`src/rtl/xor_share_ctrl.sv`:
```
// Round-robin controller sharing one external WIDTH-bit XOR datapath between
// N_REQ requesters; one operation in flight, response tagged with requester ID.
module xor_share_ctrl #(
  parameter int N_REQ = 4,
  parameter int WIDTH = 8,
  parameter int ID_W  = (N_REQ > 1) ? $clog2(N_REQ) : 1,
  parameter int CNT_W = 16
) (
  input  logic                     clk,
  input  logic                     rst_n,
  input  logic [N_REQ-1:0]         req_valid,
  input  logic [N_REQ*WIDTH-1:0]   req_a,
  input  logic [N_REQ*WIDTH-1:0]   req_b,
  output logic [N_REQ-1:0]         req_ready,
  output logic [WIDTH-1:0]         xor_a,
  output logic [WIDTH-1:0]         xor_b,
  input  logic [WIDTH-1:0]         xor_y,
  output logic                     rsp_valid,
  output logic [WIDTH-1:0]         rsp_data,
  output logic [ID_W-1:0]          rsp_id,
  input  logic                     rsp_ready,
  output logic                     busy,
  output logic [CNT_W-1:0]         op_count
);

  typedef enum logic [1:0] {IDLE, EXEC, RESP} state_t;

  state_t            r_state;
  logic [ID_W-1:0]   r_ptr;
  logic [ID_W-1:0]   r_cur_id;
  logic [ID_W-1:0]   r_rsp_id;
  logic [WIDTH-1:0]  r_xor_a;
  logic [WIDTH-1:0]  r_xor_b;
  logic [WIDTH-1:0]  r_rsp_data;
  logic              r_rsp_valid;
  logic [CNT_W-1:0]  r_op_count;

  logic [ID_W-1:0]   w_grant;
  logic [ID_W-1:0]   w_ptr_next;
  logic              w_any;
  int                w_idx;
  logic [WIDTH-1:0]  w_a_arr [N_REQ];
  logic [WIDTH-1:0]  w_b_arr [N_REQ];

  genvar gi;
  generate
    for (gi = 0; gi < N_REQ; gi++) begin : g_req
      assign w_a_arr[gi]   = req_a[gi*WIDTH +: WIDTH];
      assign w_b_arr[gi]   = req_b[gi*WIDTH +: WIDTH];
      // rst_n gating keeps the accept strobe low while reset is held.
      assign req_ready[gi] = rst_n && (r_state == IDLE) && w_any &&
                             (w_grant == ID_W'(gi));
    end
  endgenerate

  // Scan offsets from farthest to nearest so the closest valid requester
  // at or after r_ptr is the one left in w_grant.
  always_comb begin
    w_grant = '0;
    w_any   = 1'b0;
    w_idx   = 0;
    for (int k = N_REQ - 1; k >= 0; k--) begin
      w_idx = int'(r_ptr) + k;
      if (w_idx >= N_REQ) w_idx = w_idx - N_REQ;
      if (req_valid[w_idx]) begin
        w_grant = ID_W'(w_idx);
        w_any   = 1'b1;
      end
    end
  end

  assign w_ptr_next = (w_grant == ID_W'(N_REQ - 1)) ? '0 : w_grant + ID_W'(1);

  always_ff @(posedge clk or negedge rst_n) begin
    if (!rst_n) begin
      r_state     <= IDLE;
      r_ptr       <= '0;
      r_cur_id    <= '0;
      r_rsp_id    <= '0;
      r_xor_a     <= '0;
      r_xor_b     <= '0;
      r_rsp_data  <= '0;
      r_rsp_valid <= 1'b0;
      r_op_count  <= '0;
    end else begin
      case (r_state)
        IDLE: begin
          if (w_any) begin
            r_xor_a  <= w_a_arr[w_grant];
            r_xor_b  <= w_b_arr[w_grant];
            r_cur_id <= w_grant;
            r_ptr    <= w_ptr_next;
            r_state  <= EXEC;
          end
        end
        EXEC: begin
          r_rsp_data  <= xor_y;
          r_rsp_id    <= r_cur_id;
          r_rsp_valid <= 1'b1;
          r_state     <= RESP;
        end
        RESP: begin
          if (rsp_ready) begin
            r_rsp_valid <= 1'b0;
            if (r_op_count != '1) r_op_count <= r_op_count + CNT_W'(1);
            r_state     <= IDLE;
          end
        end
        default: r_state <= IDLE;
      endcase
    end
  end

  assign xor_a     = r_xor_a;
  assign xor_b     = r_xor_b;
  assign rsp_valid = r_rsp_valid;
  assign rsp_data  = r_rsp_data;
  assign rsp_id    = r_rsp_id;
  assign op_count  = r_op_count;
  assign busy      = (r_state != IDLE);

endmodule

```
`config.mk`:
```
export PLATFORM = sky130hd
export DESIGN_NAME = xor_share_ctrl
export DESIGN_NICKNAME = d
export VERILOG_FILES = /design/src/rtl/xor_share_ctrl.sv
export SDC_FILE = /design/constraint.sdc
export NUM_CORES = 1
export LEC_CHECK = 0
export ABC_AREA = 1
export CAP_MARGIN = 20
export CORE_ASPECT_RATIO = 0.5
export CORE_MARGIN = 10
export CORE_UTILIZATION = 45
export CTS_BUF_LIST = sky130_fd_sc_hd__clkbuf_4 sky130_fd_sc_hd__clkbuf_8
export DETAILED_ROUTE_END_ITERATION = 10
export PLACE_DENSITY_LB_ADDON = 0.05
export SLEW_MARGIN = 20
export SYNTH_ARGS = -nofsm -noshare
export SYNTH_HDL_FRONTEND = slang
export SYNTH_SLANG_ARGS = --single-unit
```
`constraint.sdc`:
```
create_clock -name clk -period 4.95 [get_ports clk]
set_clock_uncertainty 0.15 [all_clocks]
set_input_delay 1.485 -clock clk [delete_from_list [all_inputs] [get_ports clk]]
set_output_delay 1.485 -clock clk [all_outputs]
set_load 0.01 [all_outputs]
```
==> key figures, run 1 <==
Status
  • Status: completed

STA
  • Slew Limit Headroom: 60.32%
  • Fin Setup TNS: 0 ns
  • Final min period: 4.809 ns
  • Fin. Hold Viols: 0
  • Final setup fails: 0
  • WHS: 0.3236 ns
  • Fmax: 207.9 MHz
  • Worst Tran Pin Value: 0.5930 ns
  • RSZ-0062 raised after global routing: false
  • Pins over their slew limit: 0
  • Fin crit share: 97.16%

Finish
  • Fill count: 613
  • Post-route cell area: 4536 sq um
  • Utilization after layout: 67.96%
  • Area Growth Syn to Fin: 47.30%
  • Antenna cell count: 0
  • Most common cell after layout, fill and taps aside: nand2_1
  • Layout cells sized above 1: 6.452%
  • Most frequent cells in the layout: 164 x nand2_1, 121 x clkdlybuf4s50_1, 81 x inv_1, 68 x nand3_1, 49 x dfrtp_1
  • # nets final: 669

Synthesis
  • Post-Syn Nets: 540
  • Async set or reset register ratio after synthesis: 100.0%
  • Syn Inst Count: 459
  • Syn_area_per_cell: 6.709 sq um
  • Post-synthesis xor/xnor area fraction: 4.267%
  • Most used DFF post-synth: dfrtp_1
  • Flops & latches, synth: 49
  • Yosys top cell area share: 39.82%
  • Compound-cell area share of the yosys netlist: 3.698%
  • Main combinational cell family by area after synthesis: simple AND/OR/NAND/NOR gates
  • Cell taking the most area after synthesis: dfrtp_1
  • Post-synthesis mux area share: 0%
  • Post-synthesis sequential area ratio: 39.82%
  • Simple-gate share of the synthesized area: 37.79%
  • Synth cell types: 30
  • Number of flops mapped to enable cells by yosys: 0
  • Synth Area in Adders: 0.8127%
  • Ranking of synthesized cells by area: dfrtp_1 40%, nand2_1 20%, nand3_1 11%, inv_1 9.9%, xor2_1 2.6%
  • Syn Std Cell Area: 3079 sq um
  • Yosys warnings: 0

Min path
  • Worst hold path startpoint: rsp_data[3]
  • Min-Delay Path Class: flop to flop

Placed design
  • I/O Buffers: 126
  • Final HPWL DP: 6971 microns
  • GP Congestion: 0.8494
  • DP Area: 4444 sq um

Clock tree
  • Clock root buffer: clkbuf_8
  • TritonCTS buffer count: 5
  • H-tree levels: 2
  • Clock sink count: 49
  • Hold Buf Count CTS: 0
  • Clock Latency Late Sink: 0.31 ns
  • Clock transition at path regs: 0.09 ns
  • CTS tree: yes
  • Max clock buf depth: 2

Setup path
  • Setup crit start: req_valid[0]
  • WP data arrival: 3.17 ns
  • Worst Path Max Fanout: 3
  • Crit end category: output port
  • Critical path class: primary input to output port
  • Worst Path Required: 3.31 ns
  • Critical Path Source Type: primary input
  • R2r startpoint: r_ptr[0]

Pwr
  • Pwr Density: 588.6 nW/um^2
  • Peak supply drop: 608.4 uV
  • Clock power share: 9.1%
  • Combinational fraction of design power: 65.2%
  • PnR Total Power: 2670 uW
  • Switching power: 1253 uW
  • Leak pwr: 0.002351 uW
  • Reg power frac: 25.7%
  • Sw frac: 46.91%
  • Internal power: 1417 uW

Die
  • Starting Density: 46.14%
  • Cell row count: 21
  • Top Ports: 127
  • Die ar.: 10750 sq um
  • Chip Height: 78.49 microns
  • Die Wd: 137.0 microns
  • Core area: 6674 sq um

Run
  • Max-Cap Viols: 0

Detailed routing
  • Iteration-0 DRC count of the detailed router: 151
  • DRT Wirelength: 8855 microns
  • Vias: 3147
  • Via density: 4.621
  • Avg WL per Cell: 13.00 microns
  • Drt drc: 0
  • DRT antenna net count: 0
  • Drt first pass iters: 4

GRT
  • Largest net degree at the start of global routing: 50
  • First-pass GRT wire length: 14290 microns
  • Gr ovfl total: 0
  • Initial antenna violation count: 0
  • GR Util All Layers: 16.25%
  • Vias in the first global route: 2864
stage by stage:
step                      std cells  setup WS [ns]
after floorplan                 459         0.5466
after global placement          673        -0.2725
after detailed placement        673        -0.2902
after CTS                       681        0.03599
after global routing            681       0.002091
final                           681         0.1407
power groups by stage:
stage                     clock network, uW  logic [uW]  registers [uW]
after floorplan                           0        1050             727
after global placement                    0        1730             690
after detailed placement                  0        1760             690
after CTS                               248        1760             687
after global routing                    267        1970             712
final                                   243        1740             686
logic make-up after synthesis:
group | count (synthesis)
simple gates | 272
buf+inv | 102
flops | 49
compound gates | 19
xor+xnor | 15
fa+ha+maj | 2
repair_timing:
item	in CTS	in global routing
setup buffers	0	0
endpoints found under the setup margin	4	4
gates resized for setup	6	7
flip-flops by register name (all words and copies together) (netlist names):
| name | count |
|---|---|
| op_count | 16 |
| r_cur_id | 2 |
| r_ptr | 2 |
| r_state | 2 |
| rsp_data | 8 |
| rsp_id | 2 |
| rsp_valid | 1 |
| xor_a | 8 |
| xor_b | 8 |
critical path: stages:
cell,delay (ns)
clkdlybuf4s50_1,0.48
inv_1,0.06
nand2_1,0.06
nand3_1,0.10
nand2_1,0.11
nand3_2,0.07
buf_4,0.13
nand3_2,0.06
nand2_2,0.08
buf_4,0.13
nor3_1,0.13
clkdlybuf4s15_1,0.28
layer usage:
metal  track usage (%)  vias to the layer above  part of all wire [%]
met5                 0                        -                     0
met4             3.661                        0                  0.90
met3             7.052                        8                    11
met2             25.05                      104                    43
met1             20.63                     1377                    44
li1                  -                     1658                     -
final timing paths:
check,slack [ns],to,depth (start not counted)
worst max-delay path,0.14,req_ready[0],12
worst min-delay path,0.32,rsp_data[3],2
worst max register to register,2.42,xor_a[5],14
worst min register to register,0.32,rsp_data[3],2
max in group asynchronous,3.05,xor_a[6],2
min in group asynchronous,1.20,rsp_data[5],2
synthesized netlist by cell type, types with 2 or more instances:
library cell and count:
buf_2 8, buf_4 3, buf_6 2, clkbuf_1 3, dfrtp_1 49, ha_1 2, inv_1 81, inv_2 4
nand2_1 164, nand2_2 3, nand3_1 68, nand3_2 2, nor2_1 19, nor3_1 7, nor4_1 2, o211ai_1 4
o21ai_0 10, or2_2 3, xnor2_1 6, xor2_1 9
cell type report:
| type | count | area (sq um) | share of cell area [%] |
|---|---|---|---|
| Multi-Input combinational cell | 308 | 1441 | 31.78 |
| Timing Repair Buffer | 138 | 1339 | 29.52 |
| Sequential cell | 49 | 1226 | 27.03 |
| Inverter | 86 | 322.8 | 7.117 |
| Tap cell | 92 | 115.1 | 2.538 |
| Clock buffer | 7 | 83.83 | 1.848 |
| Clock inverter | 1 | 7.507 | 0.1655 |
Note: power is estimated with default switching activity, not from simulation.
==> run 2: changes to the inputs <==
Settings changed: CORE_MARGIN 10 to 8, HOLD_SLACK_MARGIN set to 0.12.
==> key figures, run 2 (synthesized netlist as in run 1, its figures left out) <==
GRT
  • Most used routing layer: met2
  • Gr ovfl total: 0
  • Vias in the first global route: 2992
  • Met2 Track Usage GR: 28.57%
  • GR Util All Layers: 18.06%
  • First-pass GRT wire length: 14570 microns
  • Largest net degree at the start of global routing: 50
  • Met3 global-route usage: 7.143%
  • Global-route met1 utilization: 22.74%
  • Initial antenna violation count: 0

Die
  • Top Ports: 127
  • Die ar.: 9906 sq um
  • Core area: 6648 sq um
  • Chip Height: 74.49 microns
  • Cell row count: 21
  • Starting Density: 46.32%
  • Die Wd: 133.0 microns

Clock tree
  • Clock transition at path regs: 0.09 ns
  • Hold Buf Count CTS: 0
  • H-tree levels: 2
  • TritonCTS buffer count: 5
  • Clock root buffer: clkbuf_8
  • Clock sink count: 49
  • Clock Latency Late Sink: 0.29 ns
  • CTS resizes: 5
  • Max clock buf depth: 2
  • Post-CTS Setup Inserts: 0
  • CTS tree: yes

Pwr
  • Peak supply drop: 852.3 uV
  • Leak pwr: 0.002353 uW
  • Pwr Density: 588.9 nW/um^2
  • PnR Total Power: 2667 uW

STA
  • Worst Tran Pin Value: 0.6036 ns
  • Fmax: 210.6 MHz
  • Pins over their slew limit: 0
  • Final min period: 4.747 ns
  • Final setup fails: 0
  • Fin Setup TNS: 0 ns
  • RSZ-0062 raised after global routing: false
  • Fin. Hold Viols: 0
  • Fin crit share: 95.90%
  • Slew Limit Headroom: 59.61%

Finish
  • Post-route cell area: 4529 sq um
  • Utilization after layout: 68.13%
  • # nets final: 669
  • Layout cells sized above 1: 6.463%
  • Area Growth Syn to Fin: 47.09%
  • Largest register FFs: 16
  • Most frequent cells in the layout: 164 x nand2_1, 121 x clkdlybuf4s50_1, 81 x inv_1, 68 x nand3_1, 49 x dfrtp_1
  • Antenna cell count: 0
  • Most common cell after layout, fill and taps aside: nand2_1

Setup path
  • Critical path class: primary input to output port
  • Worst Path Required: 3.31 ns
  • Worst Path Max Fanout: 3
  • Critical Path Source Type: primary input
  • Crit end category: output port
  • WP data arrival: 3.11 ns

Detailed routing
  • Vias: 3227
  • Avg WL per Cell: 13.01 microns
  • DRT antenna net count: 0
  • Iteration-0 DRC count of the detailed router: 194
  • Drt drc: 0
  • DRT Wirelength: 8845 microns
  • Drt first pass iters: 4
  • Via density: 4.746

Placed design
  • I/O Buffers: 126
  • Final HPWL DP: 6920 microns
  • GP Congestion: 0.7853
  • DP Area: 4444 sq um

Status
  • Status: completed

Run
  • Max-Cap Viols: 0

Min path
  • Min-Delay Path Class: flop to flop
==> run 2: cell count changes in the layout (fill, tap and decap cells not counted) <==
cell             change
clkbuf_2             +1
clkbuf_4             -1
clkbuf_8             +1
clkdlybuf4s15_1      -1
clkinvlp_4           -1
dlygate4sd1_1        -1
dlygate4sd2_1        +1
==> run 2: final timing paths <==
check / endpoint / cells past startpoint / from / slack [ns]
max: req_ready[1] / 11 / req_valid[3] / 0.20
min: rsp_data[6] / 2 / rsp_data[6] / 0.33
max reg2reg: xor_b[3] / 12 / r_ptr[0] / 2.41
min reg2reg: rsp_data[6] / 2 / rsp_data[6] / 0.33
max in group asynchronous: xor_b[2] / 2 / rst_n / 3.04
min in group asynchronous: op_count[9] / 2 / rst_n / 1.20
==> run 2: power breakdown <==
group | internal [uW] | total, uW | switching (uW)
clock network | 117 | 240 | 124
registers | 565 | 689 | 124
logic | 742 | 1740 | 996
==> run 2: stage by stage <==
stage | cells | hold slack, ns | setup WS [ns]
floorplan | 459 | 0.3281 | 0.5466
global placement | 673 | 0.3040 | -0.2672
detailed placement | 673 | 0.3079 | -0.2918
CTS | 680 | 0.3283 | 0.01473
global route | 680 | 0.3374 | 0.01865
finish | 680 | 0.3262 | 0.2028
==> run 2: cell type report <==
class,instances,area [sq um]
clock buffers,7,90.09
fillers,588,2118
inverters,86,322.8
multi-input cells,308,1441
flip-flops and latches,49,1226
well taps,92,115.1
repair buffers,138,1334
==> run 2: metal layers <==
layer,vias to the layer above,wire length [microns]
met1,1434,3856
met3,8,916
met4,0,90
li1,1656,-
met2,129,3981
met5,-,0
==> run 2: worst max-delay path, cell delays in order <==
cell and delay [ns]:
clkdlybuf4s50_1 0.48, inv_1 0.07, o21ai_2 0.14, nand2_1 0.11, nand3_2 0.10, buf_4 0.11, nand3_2 0.06, nand2_2 0.10
inv_2 0.05, nor3_1 0.12, dlygate4sd2_1 0.29
==> run 3: changes to the inputs <==
Settings changed: HOLD_SLACK_MARGIN 0.12 to not set, MAX_ROUTING_LAYER set to met4, SLEW_MARGIN 20 to not set.
==> key figures, run 3 (synthesized netlist as in run 1, its figures left out) <==
STA
  • Final setup fails: 0
  • Fmax: 210.6 MHz
  • Worst Tran Pin Value: 0.6010 ns
  • Final min period: 4.748 ns
  • RSZ-0062 raised after global routing: false
  • Final WS setup: 0.2022 ns
  • Slew Limit Headroom: 59.79%
  • Pins over their slew limit: 0
  • Fin. Hold Viols: 0
  • Fin crit share: 95.91%

Setup path
  • WP data arrival: 3.11 ns
  • Critical path class: primary input to output port
  • Reg2reg setup slack: 2.41 ns
  • Critical Path Source Type: primary input
  • Max incr delay on CP: 0.48 ns
  • R2r startpoint: r_ptr[0]
  • Worst Path Max Fanout: 3
  • Critical-path top delay cell: clkdlybuf4s50_1
  • Reg2Reg Depth: 14
  • Worst Path Required: 3.31 ns
  • Most used cell, CP: nand3_2
  • CP endpoint: req_ready[1]
  • R2R Path End: xor_a[5]
  • Setup crit start: req_valid[3]
  • Crit path cell chain: clkdlybuf4s50_1, inv_1, o21ai_2, nand2_1, nand3_2, buf_4, nand3_2, nand2_2, inv_2, nor3_1, dlygate4sd2_1
  • Crit end category: output port

Placed design
  • Final HPWL DP: 6920 microns
  • I/O Buffers: 126
  • GP Congestion: 0.7962
  • Place WS: -0.2918 ns
  • DP Area: 4444 sq um

Detailed routing
  • Vias: 3208
  • Iteration-0 DRC count of the detailed router: 223
  • Via density: 4.718
  • Drt drc: 0
  • Avg WL per Cell: 13.04 microns
  • Drt first pass iters: 4
  • DRT Wirelength: 8866 microns
  • DRT antenna net count: 0

Finish
  • Area Growth Syn to Fin: 47.09%
  • Largest register FFs: 16
  • Fill count: 588
  • Antenna cell count: 0
  • Most common cell after layout, fill and taps aside: nand2_1
  • Multi-input gate area: 1441 sq um
  • Post-route cell area: 4529 sq um
  • Reg area: 1226 sq um
  • Most frequent cells in the layout: 164 x nand2_1, 121 x clkdlybuf4s50_1, 81 x inv_1, 68 x nand3_1, 49 x dfrtp_1
  • # nets final: 669
  • Layout cells sized above 1: 6.463%

Run
  • Max-Cap Viols: 0

GRT
  • Vias in the first global route: 2993
  • First-pass GRT wire length: 14480 microns
  • GR Util All Layers: 18.53%
  • Initial antenna violation count: 0
  • Largest net degree at the start of global routing: 50
  • Gr ovfl total: 0

Die
  • Die Wd: 133.0 microns
  • Starting Density: 46.32%
  • Cell row count: 21
  • Core area: 6648 sq um
  • Top Ports: 127
  • Chip Height: 74.49 microns
  • Die ar.: 9906 sq um

Clock tree
  • Clock Latency Late Sink: 0.30 ns
  • Clock sink count: 49
  • Max clock buf depth: 2
  • TritonCTS buffer count: 5
  • CTS tree: yes
  • Clock root buffer: clkbuf_8
  • H-tree levels: 2
  • Clock transition at path regs: 0.08 ns

Pwr
  • Peak supply drop: 853.1 uV
  • Leak pwr: 0.002353 uW
  • Pwr Density: 589.6 nW/um^2

Min path
  • Min-Delay Path Class: flop to flop

Status
  • Status: completed
## run 3: worst min path at each step
stage           startpoint     endpoint  depth (start not counted)
3_5_place_dp   rsp_data[6]  rsp_data[6]                          2
6_report       rsp_data[6]  rsp_data[6]                          2
4_1_cts        rsp_data[6]  rsp_data[6]                          2
3_3_place_gp   rsp_data[7]  rsp_data[7]                          2
2_1_floorplan  r_cur_id[1]  r_cur_id[1]                          2
5_1_grt        rsp_data[1]  rsp_data[1]                          2
## run 3: cell type report
| class | count | area share, % |
|---|---|---|
| inverter | 86 | 7.127 |
| multi-input combinational | 308 | 31.82 |
| clock buffer | 7 | 1.989 |
| sequential | 49 | 27.07 |
| timing repair buffer | 138 | 29.45 |
| tap | 92 | 2.541 |
## run 3: repair_timing
item	in CTS	in global routing
buffers inserted	0	0
endpoints found under the setup margin	4	4
resized for setup	5	8
hold buffers	0	0
hold endpoints to repair	0	0
## run 3: where the power goes
part           internal, uW  leakage, uW  switching, uW
Combinational           742      0.00170            999
Clock                   117    0.0000477            124
Sequential              565     0.000608            125
Total                  1420      0.00235           1250
## run 3: stage by stage
step / instances / utilization, % / setup TNS [ns] / power (uW) / hold slack, ns
floorplan: 459 / - / 0 / 1776 / 0.3281
global placement: 673 / 66.85 / -0.8805 / 2415 / 0.3040
detailed placement: 673 / 66.85 / -0.9999 / 2441 / 0.3079
CTS: 680 / 68.13 / 0 / 2688 / 0.3283
global route: 680 / 68.13 / 0 / 2930 / 0.3374
finish: 680 / 68.13 / 0 / 2671 / 0.3261
## run 3: critical path, delay by kind of cell
kind	cells	cell delay, ns
AND/OR/NAND/NOR	5	0.49
AO/OA/AOI/OAI	1	0.14
buffers and inverters	5	1.00
## run 3: routing by layer
metal  global-route usage [%]  routed length [microns]  up-vias
met5                        -                        0        -
met4                    4.988                      101        0
met3                    5.526                      724       11
met2                    28.52                     3982      115
li1                         -                        -     1656
met1                    23.43                     4058     1426
